**src/rtl/regfile_sb.sv**
```systemverilog
// Eight-entry register file with write-through bypass
// and a pending-write scoreboard that drives the decode stall.
module regfile_sb #(
  parameter int WIDTH = 16
) (
  input  logic             CLK,
  input  logic             RSTN,
  input  logic             wr_en,
  input  logic [2:0]       wr_addr,
  input  logic [WIDTH-1:0] wr_data,
  input  logic             issue,
  input  logic [2:0]       issue_dst,
  input  logic             dst_valid,
  input  logic [2:0]       src_a,
  input  logic [2:0]       src_b,
  input  logic             use_a,
  input  logic             use_b,
  input  logic             flush,
  output logic [WIDTH-1:0] r0,
  output logic [WIDTH-1:0] r1,
  output logic [WIDTH-1:0] r2,
  output logic [WIDTH-1:0] r3,
  output logic [WIDTH-1:0] r4,
  output logic [WIDTH-1:0] r5,
  output logic [WIDTH-1:0] r6,
  output logic [WIDTH-1:0] r7,
  output logic [7:0]       busy,
  output logic             stall
);

  logic [WIDTH-1:0] regs [8];
  logic [7:0] clr;
  logic [7:0] set;
  logic       haz_a;
  logic       haz_b;
  logic       haz_w;
  logic       fire;

  always_comb begin
    clr = 8'h00;
    if (wr_en) clr = 8'h01 << wr_addr;
  end

  // A writeback landing this cycle resolves the hazard it clears
  always_comb begin
    haz_a = use_a && busy[src_a] && !clr[src_a];
    haz_b = use_b && busy[src_b] && !clr[src_b];
    haz_w = dst_valid && busy[issue_dst] && !clr[issue_dst];
    stall = issue && !flush && (haz_a || haz_b || haz_w);
    fire  = issue && !stall && !flush && dst_valid;
    set   = 8'h00;
    if (fire) set = 8'h01 << issue_dst;
  end

  always_ff @(posedge CLK or negedge RSTN) begin
    if (!RSTN) begin
      for (int k = 0; k < 8; k++) regs[k] <= '0;
    end else if (wr_en) begin
      regs[wr_addr] <= wr_data;
    end
  end

  // New pending write beats a same-cycle clear; flush beats both
  always_ff @(posedge CLK or negedge RSTN) begin
    if (!RSTN)      busy <= 8'h00;
    else if (flush) busy <= 8'h00;
    else            busy <= (busy & ~clr) | set;
  end

  assign r0 = clr[0] ? wr_data : regs[0];
  assign r1 = clr[1] ? wr_data : regs[1];
  assign r2 = clr[2] ? wr_data : regs[2];
  assign r3 = clr[3] ? wr_data : regs[3];
  assign r4 = clr[4] ? wr_data : regs[4];
  assign r5 = clr[5] ? wr_data : regs[5];
  assign r6 = clr[6] ? wr_data : regs[6];
  assign r7 = clr[7] ? wr_data : regs[7];

endmodule

```
**config.mk**
```make
export PLATFORM = sky130hd
export DESIGN_NAME = regfile_sb
export DESIGN_NICKNAME = d
export VERILOG_FILES = /design/src/rtl/regfile_sb.sv
export SDC_FILE = /design/constraint.sdc
export NUM_CORES = 1
export LEC_CHECK = 0
export ABC_AREA = 1
export CORE_UTILIZATION = 45
export CTS_CLUSTER_DIAMETER = 120
export DETAILED_ROUTE_END_ITERATION = 10
export PLACE_DENSITY = 0.73
export SYNTH_ARGS = -nofsm -noshare
export SYNTH_HDL_FRONTEND = slang
export SYNTH_SLANG_ARGS = --single-unit
```
**constraint.sdc**
```tcl
create_clock -name CLK -period 3.9 [get_ports CLK]
set_input_delay 1.17 -clock CLK [delete_from_list [all_inputs] [get_ports CLK]]
set_output_delay 1.17 -clock CLK [all_outputs]
set_load 0.02 [all_outputs]
```
---- Yosys cells after proc, flatten, opt, wreduce, memory -nomap -nowiden ----
Cells that the tools add are included.
operators by class
  $lt $le $gt $ge ......................... 5
  shift operators ......................... 2
  multiplexer cells ....................... 26
  bitwise logic cells ..................... 4
  reductions and logical operators ........ 19
operators with widths
  kind                                                 number
  2-to-1 mux 16 bit                                    9
  bitwise mux 128 bit                                  1
  demux 16 bit (select 3 bit)                          1
  2-to-1 mux 8 bit                                     3
  binary-select mux 1 bit (select 3 bit)               6
  left shift 1 x 3 -> 8 bit (first input constant)     2
  logical AND 1 bit                                    12
  < comparator 3 x 4 -> 1 bit (second input constant)  3
  bitwise AND 8 bit                                    1
  NOT 8 bit                                            1
  OR 8 bit                                             1
  2-to-1 mux 1 bit                                     6
  zero test 1 bit                                      5
  >= comparator 4 bit (second input constant)          1
  < comparator 4 x 1 -> 1 bit (second input constant)  1
  NOT 3 -> 4 bit                                       1
  logical OR 1 bit                                     2
storage, ports and cells
  register bits after elaboration ......... 136
  input port bits ......................... 36
  output and inout port bits .............. 137
  word-level logic and storage cells ...... 65

---- Logic depth before layout (Yosys ltp) ----
  word-level depth ........................ 16
  mapped depth ............................ 13
  depth with buffers taken out ............ 13

---- Worst setup path after synthesis ----
OpenSTA, ideal clock, no wires.
  path kind ............................... input -> output
  start point ............................. input port issue_dst[0]
  end point ............................... output port stall
  data arrival time ....................... 2484 ps
  required time ........................... 2730 ps
  path slack .............................. 246 ps
  stages on the path ...................... 12
  path through ............................ buf_6 -> nor2_1 -> nand2_1 -> nand2_1 -> nor2_1 -> nor2_1 -> nand2_1 -> nand2_1 -> nand2_1 -> nand2_1 -> nor2_4 -> nor3_1
between the ends
  longest elaborated chain between the ends .. 6
  elaborated cells between the ends (all ways) .. 9
  those cells by class .................... mux (4); reduce/logical (5)
RTL lines
  what                                                         line  text
  start: declaration                                           12    input logic [2:0] issue_dst,
  binary-select mux 1 bit (select 3 bit)                       48    haz_w = dst_valid && busy[issue_dst] && !clr[issue_dst];
  2-to-1 mux 1 bit (implied by the code)                       48
  logical AND 1 bit / zero test 1 bit (equally long branches)  48
  logical AND 1 bit *                                          48
  logical OR 1 bit *                                           49    stall = issue && !flush && (haz_a || haz_b || haz_w);
  logical AND 1 bit *                                          49
  end: declaration                                             28    output logic stall
Every way passes the cells marked *; elsewhere a longest branch is shown, timed or not. The select of a mux whose other input is x is not followed.

---- Worst setup path after layout ----
  start point ............................. input port src_b[0]
  end point ............................... output port stall
between the ends
  longest elaborated chain between the ends .. 7
  elaborated cells between the ends (all ways) .. 10
  those cells by class .................... mux (4); reduce/logical (6)
RTL lines
  what                                                         line  text
  start: declaration                                           15    input logic [2:0] src_b,
  binary-select mux 1 bit (select 3 bit)                       47    haz_b = use_b && busy[src_b] && !clr[src_b];
  2-to-1 mux 1 bit (implied by the code)                       47
  logical AND 1 bit / zero test 1 bit (equally long branches)  47
  logical AND 1 bit *                                          47
  logical OR 1 bit * (2 in a row)                              49
  logical AND 1 bit *                                          49
Marked as above.

==> out/metrics.yaml <==
place:
  count_of_buffers_from_port_buffering: 172
  dp_cells: 1098
  gp_congestion: 0.897
  place.detailed.hpwl_um: 11900
  placed_cell_area_um2: 8390
cts:
  tritoncts.num_buffers: 17
  clock_sinks: 136
  cts.root.buffer_cell: "sky130_fd_sc_hd__clkbuf_16"
  cts-htree-levels: 4
  max-clock-path-buffers: 2
  clock_latency_ns: 0.41
  tritoncts: "built"
  worst_setup_hold_path_clk_slew_ns: 0.05
global_route:
  maximum_number_of_pins_on_one_net_before_global_route_repair: 84
  grt_remaining_overflow: 0
  via_count_of_the_first_global_routing_pass: 5445
  antenna_found_initial: 0
  grt_first_pass_wirelength_um: 27400
  groute.usage.overall: 0.247
cells_and_area:
  num-nets-final: 983
  ff_latch_area_um2: 3400
  multi_input_area_um2: 2490
  layout.cell_area.non_filler_um2: 8900
  layout.cells.non_filler: 1135
  area_growth_pct: 41.1
  post-route-util: 0.662
  fillers: 1222
  final_layout_size_suffix_gt1_frac: 0.113
  insertedDiodeCount: 0
logic_synthesis:
  netlist-cell-type-count: 18
  postSynthCellCount: 770
  synthesis.area_um2: 6310
  post_synth_main_area_contributors: "sky130_fd_sc_hd__dfrtp_1 54%, sky130_fd_sc_hd__o21ai_0 21%, sky130_fd_sc_hd__nand2_1 11%"
  syn_avg_cell_area_um2: 8.19
  ys_seq_area_frac: 0.539
  yosysWarnings: 0
  synthDominantAreaCellType: "sky130_fd_sc_hd__dfrtp_1"
  flop_and_latch_count_out_of_synthesis: 136
  netlist.area_leader.share: 0.539
  mappedNetlistNets: 806
min_path:
  source_of_the_worst_hold_timing_path: "regs[60]"
  worst_hold_path_type: "register to register"
sta:
  unrepaired_setup_endpoints_after_global_routing: "true"
  max-slew-margin-rel: 0.487
  max_clock_freq_mhz: 261
  period_share: 0.982
  timing_worst_slew_pin_value_ns: 0.770
  number_of_hold_violations_in_the_final_report: 0
  worst_clock_skew_ns: 0.00412
  post-route-min-period_ns: 3.83
  report.final.setup_viol: 0
  timing.final.max_slew_violations: 0
critical_path:
  critPathTopFamily: "buffers and inverters"
  crit_path_cell_trace: "clkdlybuf4s50_1 > buf_6 > nor2_1 > nor2_1 > o21ai_0 > nand2_1 > nand2_1 > nand2_1 > nand2_1 > nor2_2 > nor2_4 > nor3_2 > buf_4"
  worstRegToRegCells: 12
  worst_path_most_repeated_cell: "sky130_fd_sc_hd__nand2_1"
  worstSetupEndpoint: "stall"
  critPathRequiredTime_ns: 2.73
  timing.critical_path.slowest_cell_delay_ns: 0.47
  cp.depth: 13
  critical_path.startpoint: "src_b[0]"
  timing.critical_path.from_type: "input pin"
  crit_type: "input pin to primary output"
  timing.rr.end: "busy[4]"
  critical-path-slowest-cell: "sky130_fd_sc_hd__clkdlybuf4s50_1"
  timing.critical_path.buf_inv: 3
  crit_path_max_fanout: 8
  rr_startpoint: "busy[3]"
  critPathCaptureType: "primary output"
  setup.reg_to_reg.worst_slack_ns: 2.24
  worst-endpoint-arrival_ns: 2.66
power:
  vdd_drop_max_mv: 0.381
  p_leak_nw: 4.47
  p_per_area_nw_per_um2: 520
  power_mw: 4.63
run_status:
  outcome: "complete, no violations"
floorplan:
  design.die.area_um2: 14500
  start_util: 0.469
  dieHeight_um: 120
  top_level_ports: 173
  coreArea_um2: 13500
  num_rows: 42
  floorplan.die.width_um: 120
route:
  num_vias: 5887
  ant_nets: 0
  routedWlPerCell_um: 15.2
  firstDrtPassIters: 4
  post-route-drc-count: 0
  routed_via_density: 5.19
  drt_first_iter_violations: 415
  routed_wl_um: 17200
flow_run:
  drv_cap: 0
synth_stat cells:
master                       n
sky130_fd_sc_hd__dfrtp_1   136
sky130_fd_sc_hd__clkbuf_1   48
sky130_fd_sc_hd__nand2_2    11
sky130_fd_sc_hd__nor2_1     32
sky130_fd_sc_hd__nor3_1      1
sky130_fd_sc_hd__buf_4       1
sky130_fd_sc_hd__buf_6       8
sky130_fd_sc_hd__inv_1      32
sky130_fd_sc_hd__buf_2       2
sky130_fd_sc_hd__nor2_4      4
sky130_fd_sc_hd__clkbuf_4    1
sky130_fd_sc_hd__a21oi_1    10
sky130_fd_sc_hd__nor3b_2     1
sky130_fd_sc_hd__o21ai_0   262
sky130_fd_sc_hd__nand3_1    35
sky130_fd_sc_hd__nand2_1   180
sky130_fd_sc_hd__nor2_2      2
sky130_fd_sc_hd__inv_2       4
placed cells by master (no fill, tap or decap):
cell type	instances
sky130_fd_sc_hd__o21ai_0	260
sky130_fd_sc_hd__nand2_1	179
sky130_fd_sc_hd__dfrtp_1	136
sky130_fd_sc_hd__dlygate4sd2_1	126
sky130_fd_sc_hd__nand3_1	35
sky130_fd_sc_hd__buf_4	35
sky130_fd_sc_hd__clkdlybuf4s50_1	34
sky130_fd_sc_hd__inv_1	31
sky130_fd_sc_hd__nor2_1	31
sky130_fd_sc_hd__clkbuf_16	17
sky130_fd_sc_hd__nand2_2	12
sky130_fd_sc_hd__buf_12	11
sky130_fd_sc_hd__a21oi_1	10
sky130_fd_sc_hd__nor2_4	5
sky130_fd_sc_hd__clkbuf_8	5
sky130_fd_sc_hd__inv_2	4
sky130_fd_sc_hd__clkdlybuf4s15_1	4
sky130_fd_sc_hd__bufinv_16	3
sky130_fd_sc_hd__buf_6	3
sky130_fd_sc_hd__clkbuf_2	3
sky130_fd_sc_hd__o21ai_1	2
sky130_fd_sc_hd__nor2_2	2
sky130_fd_sc_hd__clkinvlp_4	2
sky130_fd_sc_hd__clkinv_2	2
sky130_fd_sc_hd__clkbuf_1	2
sky130_fd_sc_hd__inv_4	1
sky130_fd_sc_hd__nor3_2	1
sky130_fd_sc_hd__nor3b_2	1
sky130_fd_sc_hd__clkdlybuf4s15_2	1
sky130_fd_sc_hd__dlygate4sd1_1	1
flip-flops by register name (all words and copies together) (netlist names):
register  flops
busy          8
regs        128
through the flow:
step | TNS [ns] | hold slack [ns] | setup WS (ns)
6_report | 0 | 0.471 | 0.0690
5_1_grt | -0.0431 | 0.491 | -0.0398
4_1_cts | 0 | 0.476 | 0.00216
3_5_place_dp | -52.75 | 0.463 | -0.556
3_3_place_gp | -52.18 | 0.455 | -0.537
2_1_floorplan | 0 | 0.443 | 0.246
worst min path at each step:
| stage | cells past startpoint | to | slack (ns) |
|---|---|---|---|
| finish | 2 | regs[60] | 0.47 |
| global route | 2 | regs[48] | 0.49 |
| floorplan | 2 | regs[0] | 0.44 |
| detailed placement | 2 | regs[76] | 0.46 |
| CTS | 2 | regs[71] | 0.48 |
| global placement | 2 | regs[9] | 0.45 |
layout make-up:
type,count,share of cell area
flip-flops and latches,136,0.382
multi-input cells,538,0.280
repair buffers,218,0.229
clock buffers,24,0.0563
well taps,176,0.0247
inverters,36,0.0155
clock inverters,7,0.0129
per-layer routing:
| layer | global-route usage | share of wire | routed length (um) |
|---|---|---|---|
| met5 | 0 | 0 | 0 |
| met4 | 0.0810 | 0.016 | 282 |
| met3 | 0.0759 | 0.077 | 1320 |
| met2 | 0.404 | 0.48 | 8330 |
| met1 | 0.312 | 0.42 | 7270 |
worst min-delay path: cells and delay by family (launching register included):
kind | cells | cell delay [ns]
flip-flops | 1 | 0.31
AND/OR/NAND/NOR | 1 | 0.06
AO/OA/AOI/OAI | 1 | 0.06
logic make-up (layout without fill, tap and decap cells):
group / count (synthesis) / in the layout / synth area share
and+or+nand+nor: 266 / 266 / 0.177
buffers and inverters: 96 / 285 / 0.0682
DFF: 136 / 136 / 0.539
AOI/OAI and AO/OA: 272 / 272 / 0.216
power breakdown:
part	switching, mW	total, mW	leakage [nW]	internal, mW
logic	0.806	1.27	2.45	0.462
registers	0.0676	1.73	1.72	1.66
clock network	0.554	1.64	0.298	1.08
repair_timing:
item / 4_1_cts / 5_1_grt
hold buffers: 0 / 0
setup buffers: 3 / 3
pin swaps: 2 / 5
endpoints found under the setup margin: 128 / 28
endpoints found under the hold margin: 0 / 0
gates resized for setup: 155 / 12
Note: power is estimated with default switching activity, not from simulation.
